===== src/rtl/rr_credit_arbiter_dataless_pkg.sv =====
// rr_credit_arbiter_dataless_pkg: shared widths and arbitration state type
package rr_credit_arbiter_dataless_pkg;
  typedef enum logic {ARB_OPEN, ARB_LOCKED} arb_state_e;
  function automatic int idx_w(input int n);
    return (n > 1) ? $clog2(n) : 1;
  endfunction
  function automatic int cnt_w(input int c);
    return $clog2(c + 1);
  endfunction
endpackage


===== src/rtl/rr_priority_dataless.sv =====
// rr_priority_dataless: rotating priority encoder, first set req at or after ptr
module rr_priority_dataless
  import rr_credit_arbiter_dataless_pkg::*;
#(
  parameter int N = 2,
  parameter int W = idx_w(N)
) (
  input  logic [N-1:0] req,
  input  logic [W-1:0] ptr,
  output logic         any,
  output logic [W-1:0] winner
);
  // Scanning from the far end down lets the nearest requester win last
  always_comb begin
    any = 1'b0;
    winner = '0;
    for (int k = N - 1; k >= 0; k--) begin
      if (req[(int'(ptr) + k) % N]) begin
        any = 1'b1;
        winner = W'((int'(ptr) + k) % N);
      end
    end
  end
endmodule


===== src/rtl/rr_credit_arbiter_dataless.sv =====
// rr_credit_arbiter_dataless: round-robin arbiter with credit-capped dataless handshake
module rr_credit_arbiter_dataless
  import rr_credit_arbiter_dataless_pkg::*;
#(
  parameter int NUM_INPUTS = 2,
  parameter int NUM_CREDITS = 2,
  localparam int IDX_W = idx_w(NUM_INPUTS),
  localparam int CNT_W = cnt_w(NUM_CREDITS)
) (
  input  logic                  clk,
  input  logic                  rst,
  input  logic [NUM_INPUTS-1:0] ins_valid,
  output logic [NUM_INPUTS-1:0] ins_ready,
  output logic                  outs_valid,
  input  logic                  outs_ready,
  output logic [IDX_W-1:0]      outs_index,
  input  logic                  credit_return,
  output logic                  idle,
  output logic                  credit_err
);
  localparam logic [CNT_W-1:0] FULL = CNT_W'(NUM_CREDITS);
  arb_state_e       state;
  logic [IDX_W-1:0] ptr, lock_idx, winner, ptr_nxt;
  logic [CNT_W-1:0] cnt;
  logic             any, xfer;
  rr_priority_dataless #(.N(NUM_INPUTS), .W(IDX_W)) u_prio (
    .req(ins_valid),
    .ptr(ptr),
    .any(any),
    .winner(winner)
  );
  // Gating with rst drops valid/ready the moment reset asserts, not at the next edge
  assign outs_valid = rst & ((state == ARB_LOCKED) | (any & (cnt != '0)));
  assign outs_index = (state == ARB_LOCKED) ? lock_idx : winner;
  assign xfer = outs_valid & outs_ready;
  assign ins_ready = xfer ? (NUM_INPUTS'(1) << outs_index) : '0;
  assign ptr_nxt = (outs_index == IDX_W'(NUM_INPUTS - 1)) ? '0 : outs_index + IDX_W'(1);
  assign idle = (cnt == FULL);
  always_ff @(posedge clk or negedge rst) begin
    if (!rst) begin
      state <= ARB_OPEN;
      ptr <= '0;
      lock_idx <= '0;
      cnt <= FULL;
      credit_err <= 1'b0;
    end else begin
      if (xfer) begin
        state <= ARB_OPEN;
        ptr <= ptr_nxt;
      end else if (state == ARB_OPEN && outs_valid) begin
        state <= ARB_LOCKED;
        lock_idx <= winner;
      end
      if (xfer && !credit_return) cnt <= cnt - CNT_W'(1);
      else if (!xfer && credit_return && cnt != FULL) cnt <= cnt + CNT_W'(1);
      if (!xfer && credit_return && cnt == FULL) credit_err <= 1'b1;
    end
  end
endmodule


===== config.mk =====
export PLATFORM = sky130hd
export DESIGN_NAME = rr_credit_arbiter_dataless
export DESIGN_NICKNAME = d
export VERILOG_FILES = /design/src/rtl/rr_credit_arbiter_dataless_pkg.sv /design/src/rtl/rr_priority_dataless.sv /design/src/rtl/rr_credit_arbiter_dataless.sv
export SDC_FILE = /design/constraint.sdc
export NUM_CORES = 1
export LEC_CHECK = 0
export ABC_AREA = 1
export ABC_CLOCK_PERIOD_IN_PS = 1450
export CORE_AREA = 5 5 42 44
export DETAILED_ROUTE_END_ITERATION = 10
export DIE_AREA = 0 0 47 49
export DONT_BUFFER_PORTS = 1
export GPL_TIMING_DRIVEN = 0
export PLACE_DENSITY_LB_ADDON = 0.15
export SYNTH_ARGS = -nofsm -noshare
export SYNTH_HDL_FRONTEND = slang
export SYNTH_HIERARCHICAL = 1
export SYNTH_SLANG_ARGS = --single-unit

===== constraint.sdc =====
create_clock -name clk -period 1.45 [get_ports clk]
set_input_delay 0.0725 -clock clk [delete_from_list [all_inputs] [get_ports clk]]
set_output_delay 0.0725 -clock clk [all_outputs]
set_load 0.005 [all_outputs]

==> results of run 1 <==
==> routing by layer <==
| metal | share of wire | vias up | wire, um | track usage |
|---|---|---|---|---|
| met1 | 0.47 | 138 | 357 | 0.09598 |
| met5 | 0 | - | 0 | 0 |
| met2 | 0.40 | 12 | 298 | 0.08824 |
| li1 | - | 170 | - | - |
| met3 | 0.11 | 2 | 86 | 0.04059 |
| met4 | 0.013 | 0 | 10 | 0.04147 |
==> kinds of logic (layout without fill, tap and decap cells) <==
kind of cell | after synthesis | in the layout | synth area share
simple gates | 26 | 26 | 0.3557
flops | 6 | 6 | 0.4261
buf+inv | 12 | 21 | 0.1268
compound gates | 6 | 6 | 0.09155
==> cell usage in the layout (no fill, tap or decap), drive strengths merged <==
cell type,n
nand4,1
o21ai,3
nor2,2
nand3,5
dfstp,1
nand2,16
a21oi,2
buf,3
o21bai,1
or2,2
clkbuf,4
dfrtp,5
dlygate4sd3,2
inv,12
==> power by group <==
part,leakage [nW],internal [mW],switching [mW],total [mW]
combinational,0.165,0.110,0.158,0.268
clock,0.0150,0.105,0.0662,0.171
sequential,0.0675,0.241,0.0490,0.290
==> critical path, stage by stage (launching register included) <==
cell and delay, ns:
dfstp_2 0.54, o21ai_1 0.07, nand2_2 0.10, nand3_4 0.10, inv_2 0.08, nand2_1 0.07, inv_1 0.08
==> worst max path at each step <==
stage | end | cells after the start | slack, ns
floorplan | lock_idx$_DFFE_PN0P_ | 7 | 0.33
global placement | lock_idx$_DFFE_PN0P_ | 7 | 0.22
detailed placement | lock_idx$_DFFE_PN0P_ | 7 | 0.23
CTS | ins_ready[0] | 6 | 0.07
global route | ins_ready[0] | 6 | 0.02
finish | ins_ready[0] | 6 | 0.09
==> sequential cells by signal, summed over array words and instances, names as in the netlist <==
signal,cells
cnt,2
credit_err,1
state,1
ptr,1
lock_idx,1
==> per-stage QoR <==
step	instance area [um2]	setup WS (ns)
detailed placement	375.4	0.2280
floorplan	355.3	0.3273
global placement	375.4	0.2224
global route	444.2	0.01520
finish	444.2	0.09229
CTS	421.7	0.07217
==> cells in the mapped netlist <==
| library cell | n | area [um2] |
|---|---|---|
| a21oi_1 | 2 | 10.01 |
| dfrtp_1 | 5 | 125.1 |
| dfstp_2 | 1 | 26.28 |
| inv_1 | 11 | 41.29 |
| inv_2 | 1 | 3.750 |
| nand2_1 | 15 | 56.30 |
| nand2_2 | 1 | 6.260 |
| nand3_1 | 4 | 20.02 |
| nand3_4 | 1 | 17.52 |
| nand4_1 | 1 | 6.260 |
| nor2_1 | 2 | 7.510 |
| o21ai_0 | 1 | 5.000 |
| o21ai_1 | 2 | 10.01 |
| o21bai_1 | 1 | 7.510 |
| or2_1 | 1 | 6.260 |
| or2_2 | 1 | 6.260 |
==> area by class of cell <==
type                       instances  area (um2)  share of cell area
sequential                         6       151.4              0.3408
timing repair buffer               5       42.54             0.09577
tap                               16       20.02             0.04507
multi-input combinational         32       158.9              0.3577
inverter                          12       45.04              0.1014
clock buffer                       4       26.28             0.05915
==> what timing repair did <==
action                                  in CTS  in global routing
hold buffers                                 2                  0
endpoints found under the hold margin        8                  0
buffers inserted                             0                  3
endpoints found under the setup margin       0                  1
==> flow_metrics.env, run 1 <==
export IMPL_cts_repair_resized=0
export IMPL_rrSetupSlack_ns=0.19
export IMPL_slew_headroom=0.7854
export IMPL_antenna_found_initial=0
export IMPL_drc=0
export IMPL_grt_util_all_layers=0.07219
export IMPL_synthToLayoutAreaGrowth_pct=25.00
export IMPL_postLayoutCoreUtil=0.3170
export IMPL_cp_startpoint="cnt[1]$_DFFE_PN1P_"
export IMPL_rsz0062_at_grt="no"
export IMPL_grt_pass1_vias=274
export IMPL_synth_area_um2=355.3
export IMPL_path_max_fanout=5
export IMPL_ys_seq_area_frac=0.4261
export IMPL_min_delay_path_class="in -> reg"
export IMPL_dr_first_iter_drc_count=2
export IMPL_antenna_cells=0
export IMPL_timing_rr_start="cnt[1]$_DFFE_PN1P_"
export IMPL_dp_cells=66
export IMPL_drive_above_1_share=0.1864
export IMPL_yosysUniqueCellTypes=16
export IMPL_wl_per_cell_um=10.03
export IMPL_arrival_ns=1.29
export IMPL_max_freq_mhz=736.5
export IMPL_io_pins=12
export IMPL_final_hold_viol_count=0
export IMPL_power_density_nw_per_um2=1643
export IMPL_grt_overflow_total=0
export IMPL_drt_wl_total_um=752
export IMPL_die_area_um2=2303
export IMPL_place_gp_congestion=0.6582
export IMPL_ant_nets=0
export IMPL_avgViaCountPerCell=4.293
export IMPL_fin_crit_sh=0.9364
export IMPL_critPathLaunchType="flip-flop"
export IMPL_setup_tns_ns=0
export IMPL_start_util=0.2536
export IMPL_hold_ws_ns=0.04751
export IMPL_cts_tree="yes"
export IMPL_nNetsFinal=66
export IMPL_vias=322
export IMPL_finalSetupViolCount=0
export IMPL_endpoint_kind="primary output"
export IMPL_cts_root_buffer="clkbuf_4"
export IMPL_synthCells=50
export IMPL_hold_depth=4
export IMPL_vdd_ir_drop_max_uv=720.7
export IMPL_cts_path_max_buffers=2
export IMPL_tightest_slew_ns=0.3209
export IMPL_total_power_mw=0.7296
export IMPL_drv_cap=0
export IMPL_clock_latency_ns=0.25
export IMPL_yosysWarnings=6
export IMPL_critPathKind="reg -> out"
export IMPL_cts_htree_levels=1
export IMPL_timing_rr_end="cnt[1]$_DFFE_PN1P_"
export IMPL_synth_seq_cells=6
export IMPL_syn_area_per_cell_um2=7.107
export IMPL_grt_max_degree=8
export IMPL_fin_cells=75
export IMPL_core_um2=1401
export IMPL_dr_pass1_iters=4
export IMPL_leakage_nw=0.2474
export IMPL_final_min_clock_period_ns=1.358
export IMPL_hold_start="credit_return"
export IMPL_r2r_cells=8
export IMPL_holdPathEnd="cnt[0]$_DFFE_PN0P_"
export IMPL_cts_made_buffers=3
export IMPL_clock_sinks=6
export IMPL_port_buffers=0
export IMPL_fin_worst_skew_ns=0.01045
export IMPL_fp_row_count=14
export IMPL_die_h_um=49
export IMPL_finalMaxSlewViolations=0
export IMPL_dp_final_hpwl_um=569
export IMPL_dieWidth_um=47
export IMPL_status="finished, final reports clean"
export IMPL_crit_required_ns=1.38
export IMPL_clkTransAtPathRegs_ns=0.05
export IMPL_synth_nets=56
export IMPL_grt_pass1_wl_um=1166
export IMPL_n_fill_cell=160
(Power assumes the default switching activity.)
==> run 2, diff against run 1 <==
ABC_CLOCK_PERIOD_IN_PS = 1700   (was 1450)
clock period = 1.7 ns   (was 1.45 ns; I/O delays follow)
==> run 2 against run 1 <==
Clock skew hardly changed. Clock power shrank 15%. Global-route usage up 0.071 points. First-iteration DRC count up 100%. Die area did not move. Wire length shrank 3.6%. Combinational power down 23%. Worst setup slack improved by 0.25 ns. Register-to-register slack improved by 0.29 ns. Worst hold slack got worse by 0.036 ns.
==> flow_metrics.env, run 2 (same netlist as run 1, synthesis figures left out) <==
export IMPL_status="finished, final reports clean"
export IMPL_vdd_ir_drop_max_uv=583.7
export IMPL_rsz0062_at_grt="no"
export IMPL_r2r_cells=7
export IMPL_top_register="cnt"
export IMPL_io_pins=12
export IMPL_critPathKind="reg -> out"
export IMPL_power_density_nw_per_um2=1423
export IMPL_hold_start="rst"
export IMPL_nNetsFinal=63
export IMPL_cts_tree="yes"
export IMPL_core_um2=1401
export IMPL_drt_wl_total_um=725
export IMPL_dieWidth_um=47
export IMPL_critPathLaunchType="flip-flop"
export IMPL_endpoint_kind="primary output"
export IMPL_wl_per_cell_um=10.07
export IMPL_drive_above_1_share=0.1429
export IMPL_final_min_clock_period_ns=1.360
export IMPL_antenna_cells=0
export IMPL_largest_register_ffs=2
export IMPL_finalWorstSetupSlack_ns=0.3404
export IMPL_arrival_ns=1.27
export IMPL_final_hold_viol_count=0
export IMPL_rrSetupSlack_ns=0.48
export IMPL_slew_headroom=0.7881
export IMPL_hold_ws_ns=0.01159
export IMPL_path_max_fanout=6
export IMPL_cts_root_buffer="clkbuf_4"
export IMPL_holdPathEnd="state$_DFFE_PN0P_"
export IMPL_start_util=0.2536
export IMPL_critPathBufInv=2
export IMPL_die_h_um=49
export IMPL_cts_made_buffers=3
export IMPL_ant_nets=0
export IMPL_vias=305
export IMPL_max_stage_delay_ns=0.54
export IMPL_crit_required_ns=1.62
export IMPL_die_area_um2=2303
export IMPL_synthToLayoutAreaGrowth_pct=18.66
export IMPL_dr_first_iter_drc_count=4
export IMPL_tightest_slew_ns=0.3168
export IMPL_worstSetupPathDepth=6
export IMPL_postLayoutCoreUtil=0.3009
export IMPL_min_delay_path_class="in -> reg"
export IMPL_timing_rr_end="lock_idx$_DFFE_PN0P_"
export IMPL_dp_cells=66
export IMPL_crit_family="flip-flops"
export IMPL_leakage_nw=0.2342
export IMPL_setup_tns_ns=0
export IMPL_grt_max_degree=7
export IMPL_fin_cells=72
export IMPL_fin_crit_sh=0.7998
export IMPL_fp_row_count=14
export IMPL_hold_depth=2
export IMPL_drv_cap=0
export IMPL_avgViaCountPerCell=4.236
export IMPL_grt_pass1_wl_um=1173
export IMPL_max_freq_mhz=735.5
export IMPL_fin_worst_skew_ns=0.01033
export IMPL_crit_path_top_delay_cell="dfstp_2"
export IMPL_post_cts_buffers=0
export IMPL_cp_cell_sequence="o21ai_1 -> nand2_2 -> nand3_4 -> inv_2 -> nand2_1 -> inv_1"
export IMPL_finalMaxSlewViolations=0
export IMPL_place_ws_ns=0.4780
export IMPL_dp_final_hpwl_um=569
export IMPL_cp_startpoint="cnt[1]$_DFFE_PN1P_"
export IMPL_final_cell_mix="nand2_1, inv_1, dfrtp_1"
export IMPL_cts_path_max_buffers=2
export IMPL_dr_pass1_iters=2
export IMPL_timing_rr_start="cnt[1]$_DFFE_PN1P_"
export IMPL_antenna_found_initial=0
export IMPL_grt_pass1_vias=272
export IMPL_place_gp_congestion=0.6582
export IMPL_grt_util_all_layers=0.07289
export IMPL_final_common_cell="nand2_1"
export IMPL_port_buffers=0
export IMPL_clock_sinks=6
export IMPL_finalSetupViolCount=0
export IMPL_grt_overflow_total=0
export IMPL_cts_htree_levels=1
export IMPL_drc=0
export IMPL_clock_latency_ns=0.25
export IMPL_clkTransAtPathRegs_ns=0.04
run 2: cell count changes in the layout (fill, tap and decap cells not counted), sizes merged:
cell / previous run / this run
buf: 3 / 0
run 2: worst register-to-register path, stage by stage (launching register included):
cell and delay, ns:
dfstp_2 0.54, o21ai_1 0.07, nand2_2 0.10, nand2_1 0.07, inv_1 0.09, nand3_1 0.10
nand2_1 0.07, o21ai_1 0.06
run 2: area by class of cell:
cell class / count / area [um2]
Tap cell: 16 / 20.02
Multi-Input combinational cell: 32 / 158.9
Fill cell: 159 / 979.7
Clock buffer: 4 / 26.28
Timing Repair Buffer: 2 / 20.02
Sequential cell: 6 / 151.4
Inverter: 12 / 45.04
run 2: timing repair:
action,in CTS,in global routing
hold buffers,2,0
resized for setup,0,0
hold endpoints to repair,7,0
run 2: worst max path at each step:
stage	slack, ns	to
2_1_floorplan	0.58	lock_idx$_DFFE_PN0P_
3_3_place_gp	0.47	lock_idx$_DFFE_PN0P_
3_5_place_dp	0.48	lock_idx$_DFFE_PN0P_
4_1_cts	0.31	ins_ready[0]
5_1_grt	0.23	ins_ready[0]
6_report	0.34	ins_ready[0]
run 2: per-stage QoR:
step | power, mW | cell area (um2)
detailed placement | 0.4555 | 375.4
floorplan | 0.4158 | 355.3
finish | 0.6000 | 421.7
global placement | 0.4584 | 375.4
global route | 0.6605 | 421.7
CTS | 0.6118 | 421.7
run 2: report_power, final:
part | internal [mW] | switching, mW | total, mW
Sequential | 0.206 | 0.0414 | 0.247
Combinational | 0.0782 | 0.129 | 0.207
Clock | 0.0892 | 0.0563 | 0.145
run 2: routing by layer:
metal / global-route usage / up-vias / share of wire
met4: 0.04147 / 0 / 0.011
met2: 0.08145 / 12 / 0.36
met3: 0.04059 / 2 / 0.12
met5: 0 / - / 0
met1: 0.1049 / 126 / 0.50
li1: - / 165 / -
==> run 3, diff against run 2 <==
ABC_CLOCK_PERIOD_IN_PS = 1370   (was 1700)
clock period = 1.37 ns   (was 1.7 ns; I/O delays follow)
==> run 3 against run 2 <==
Global-route usage is 0.071 points lower. Clock power rose by 26%. Worst hold slack better by 0.035 ns. Critical path depth is the same. Clock skew increased by 0.0040 ns. Wire length rose by 9.4%. Worst setup slack got worse by 0.28 ns. First-iteration DRC count is 75% lower. Final area is 9.2% higher. Sequential share of layout area fell by 2.8 points. Non-clock buffer count rose by 4.
==> flow_metrics.env, run 3 (same netlist as run 1, synthesis figures left out) <==
export IMPL_slew_headroom=0.7893
export IMPL_internal_power_mw=0.5001
export IMPL_final_min_clock_period_ns=1.308
export IMPL_core_um2=1401
export IMPL_endpoint_kind="primary output"
export IMPL_grt_pass1_wl_um=1159
export IMPL_swShare=0.3808
export IMPL_dieWidth_um=47
export IMPL_cts_htree_levels=1
export IMPL_fin_worst_skew_ns=0.01438
export IMPL_setup_tns_ns=0
export IMPL_fp_row_count=14
export IMPL_avgViaCountPerCell=4.382
export IMPL_dr_pass1_iters=3
export IMPL_clkTransAtPathRegs_ns=0.06
export IMPL_power_switching_mw=0.3075
export IMPL_dr_first_iter_drc_count=1
export IMPL_finalSetupViolCount=0
export IMPL_grt_util_all_layers=0.07219
export IMPL_cts_tree="yes"
export IMPL_grt_overflow_total=0
export IMPL_design_area_um2=460.4
export IMPL_drt_wl_total_um=793
export IMPL_placed_cell_area_um2=375.4
export IMPL_grt_max_degree=8
export IMPL_path_max_fanout=5
export IMPL_clock_latency_ns=0.25
export IMPL_seqPwrFrac=0.395
export IMPL_dp_final_hpwl_um=569
export IMPL_largest_register_ffs=2
export IMPL_drc=0
export IMPL_top_register="cnt"
export IMPL_crit_required_ns=1.30
export IMPL_port_buffers=0
export IMPL_clock_power_share=0.227
export IMPL_finalWorstSetupSlack_ns=0.06185
export IMPL_rsz0062_at_grt="yes"
export IMPL_final_cell_mix="nand2_1, inv_1, nand3_1, dfrtp_1, buf_4"
export IMPL_grt_pass1_vias=272
export IMPL_final_common_cell="nand2_1"
export IMPL_antenna_found_initial=0
export IMPL_cts_path_max_buffers=2
export IMPL_max_freq_mhz=764.4
export IMPL_nNetsFinal=67
export IMPL_ant_nets=0
export IMPL_place_ws_ns=0.1480
export IMPL_fin_crit_sh=0.9549
export IMPL_vdd_ir_drop_max_uv=535.3
export IMPL_drv_cap=0
export IMPL_synthToLayoutAreaGrowth_pct=29.58
export IMPL_critPathLaunchType="flip-flop"
export IMPL_die_h_um=49
export IMPL_start_util=0.2536
export IMPL_finalMaxSlewViolations=0
export IMPL_postLayoutCoreUtil=0.3286
export IMPL_wl_per_cell_um=10.43
export IMPL_cts_made_buffers=3
export IMPL_drive_above_1_share=0.2667
export IMPL_status="finished, final reports clean"
export IMPL_vias=333
export IMPL_antenna_cells=0
export IMPL_place_gp_congestion=0.6582
export IMPL_final_hold_viol_count=0
export IMPL_power_density_nw_per_um2=1754
export IMPL_critPathKind="reg -> out"
export IMPL_die_area_um2=2303
export IMPL_tightest_slew_ns=0.3150
export IMPL_cts_root_buffer="clkbuf_4"
export IMPL_pwr_share_comb=0.378
export IMPL_n_fill_cell=160
export IMPL_leakage_nw=0.2524
export IMPL_clock_sinks=6
export IMPL_io_pins=12
export IMPL_min_delay_path_class="in -> reg"
export IMPL_arrival_ns=1.24
[run 3: cell types whose count changed in the layout (fill, tap and decap cells not counted), sizes merged]
cell and change:
buf +4
[run 3: repair_timing]
| item | CTS | global route |
|---|---|---|
| setup endpoints to repair | 1 | 4 |
| hold endpoints to repair | 8 | 0 |
| cloned | 0 | 0 |
| pin swaps | 1 | 2 |
| resized for setup | 0 | 5 |
| setup buffers | 1 | 3 |
| hold buffers | 2 | 0 |
[run 3: worst max-delay path, cell delays in order (launching register included)]
cell,delay [ns]
dfstp_2,0.55
o21ai_2,0.06
nand2_2,0.08
nand3_4,0.10
inv_2,0.08
nand2_1,0.07
inv_1,0.07
[run 3: final timing paths]
kind                       cells after the start                from  slack [ns]                    to
max reg2reg                                    8  cnt[1]$_DFFE_PN1P_        0.08  lock_idx$_DFFE_PN0P_
max                                            6  cnt[1]$_DFFE_PN1P_        0.06          ins_ready[0]
min                                            4       credit_return        0.05    cnt[0]$_DFFE_PN0P_
min in group asynchronous                      1                 rst        0.14    cnt[0]$_DFFE_PN0P_
max in group asynchronous                      1                 rst        0.93    cnt[1]$_DFFE_PN1P_
min reg2reg                                    2     ptr$_DFFE_PN0P_        0.48       ptr$_DFFE_PN0P_
[run 3: area by class of cell]
| cell class | instances | area, um2 | share of cell area |
|---|---|---|---|
| Sequential cell | 6 | 152.6 | 0.3315 |
| Tap cell | 16 | 20.02 | 0.04348 |
| Clock buffer | 4 | 26.28 | 0.05707 |
| Inverter | 12 | 45.04 | 0.09783 |
| Timing Repair Buffer | 6 | 50.05 | 0.1087 |
| Multi-Input combinational cell | 32 | 166.4 | 0.3614 |
[run 3: through the flow]
stage / instances / hold WS [ns] / total power [mW]
after floorplan: 50 / -0.2271 / 0.5159
after global placement: 66 / -0.2267 / 0.5688
after detailed placement: 66 / -0.2267 / 0.5652
after CTS: 73 / 0.03940 / 0.7740
after global routing: 76 / 0.06677 / 0.8812
final: 76 / 0.04625 / 0.8075
[run 3: routing by layer]
metal,track usage,vias up,wire length [um]
met5,0,-,0
met4,0.04147,0,11
met3,0.04059,2,78
met2,0.08824,10,328
met1,0.09598,148,374
li1,-,173,-
[run 3: power groups by stage]
stage	registers, mW	clock network (mW)	logic [mW]
2_1_floorplan	0.296	0	0.220
6_report	0.319	0.183	0.305
3_5_place_dp	0.310	0	0.256
3_3_place_gp	0.309	0	0.260
4_1_cts	0.307	0.188	0.279
5_1_grt	0.331	0.198	0.352
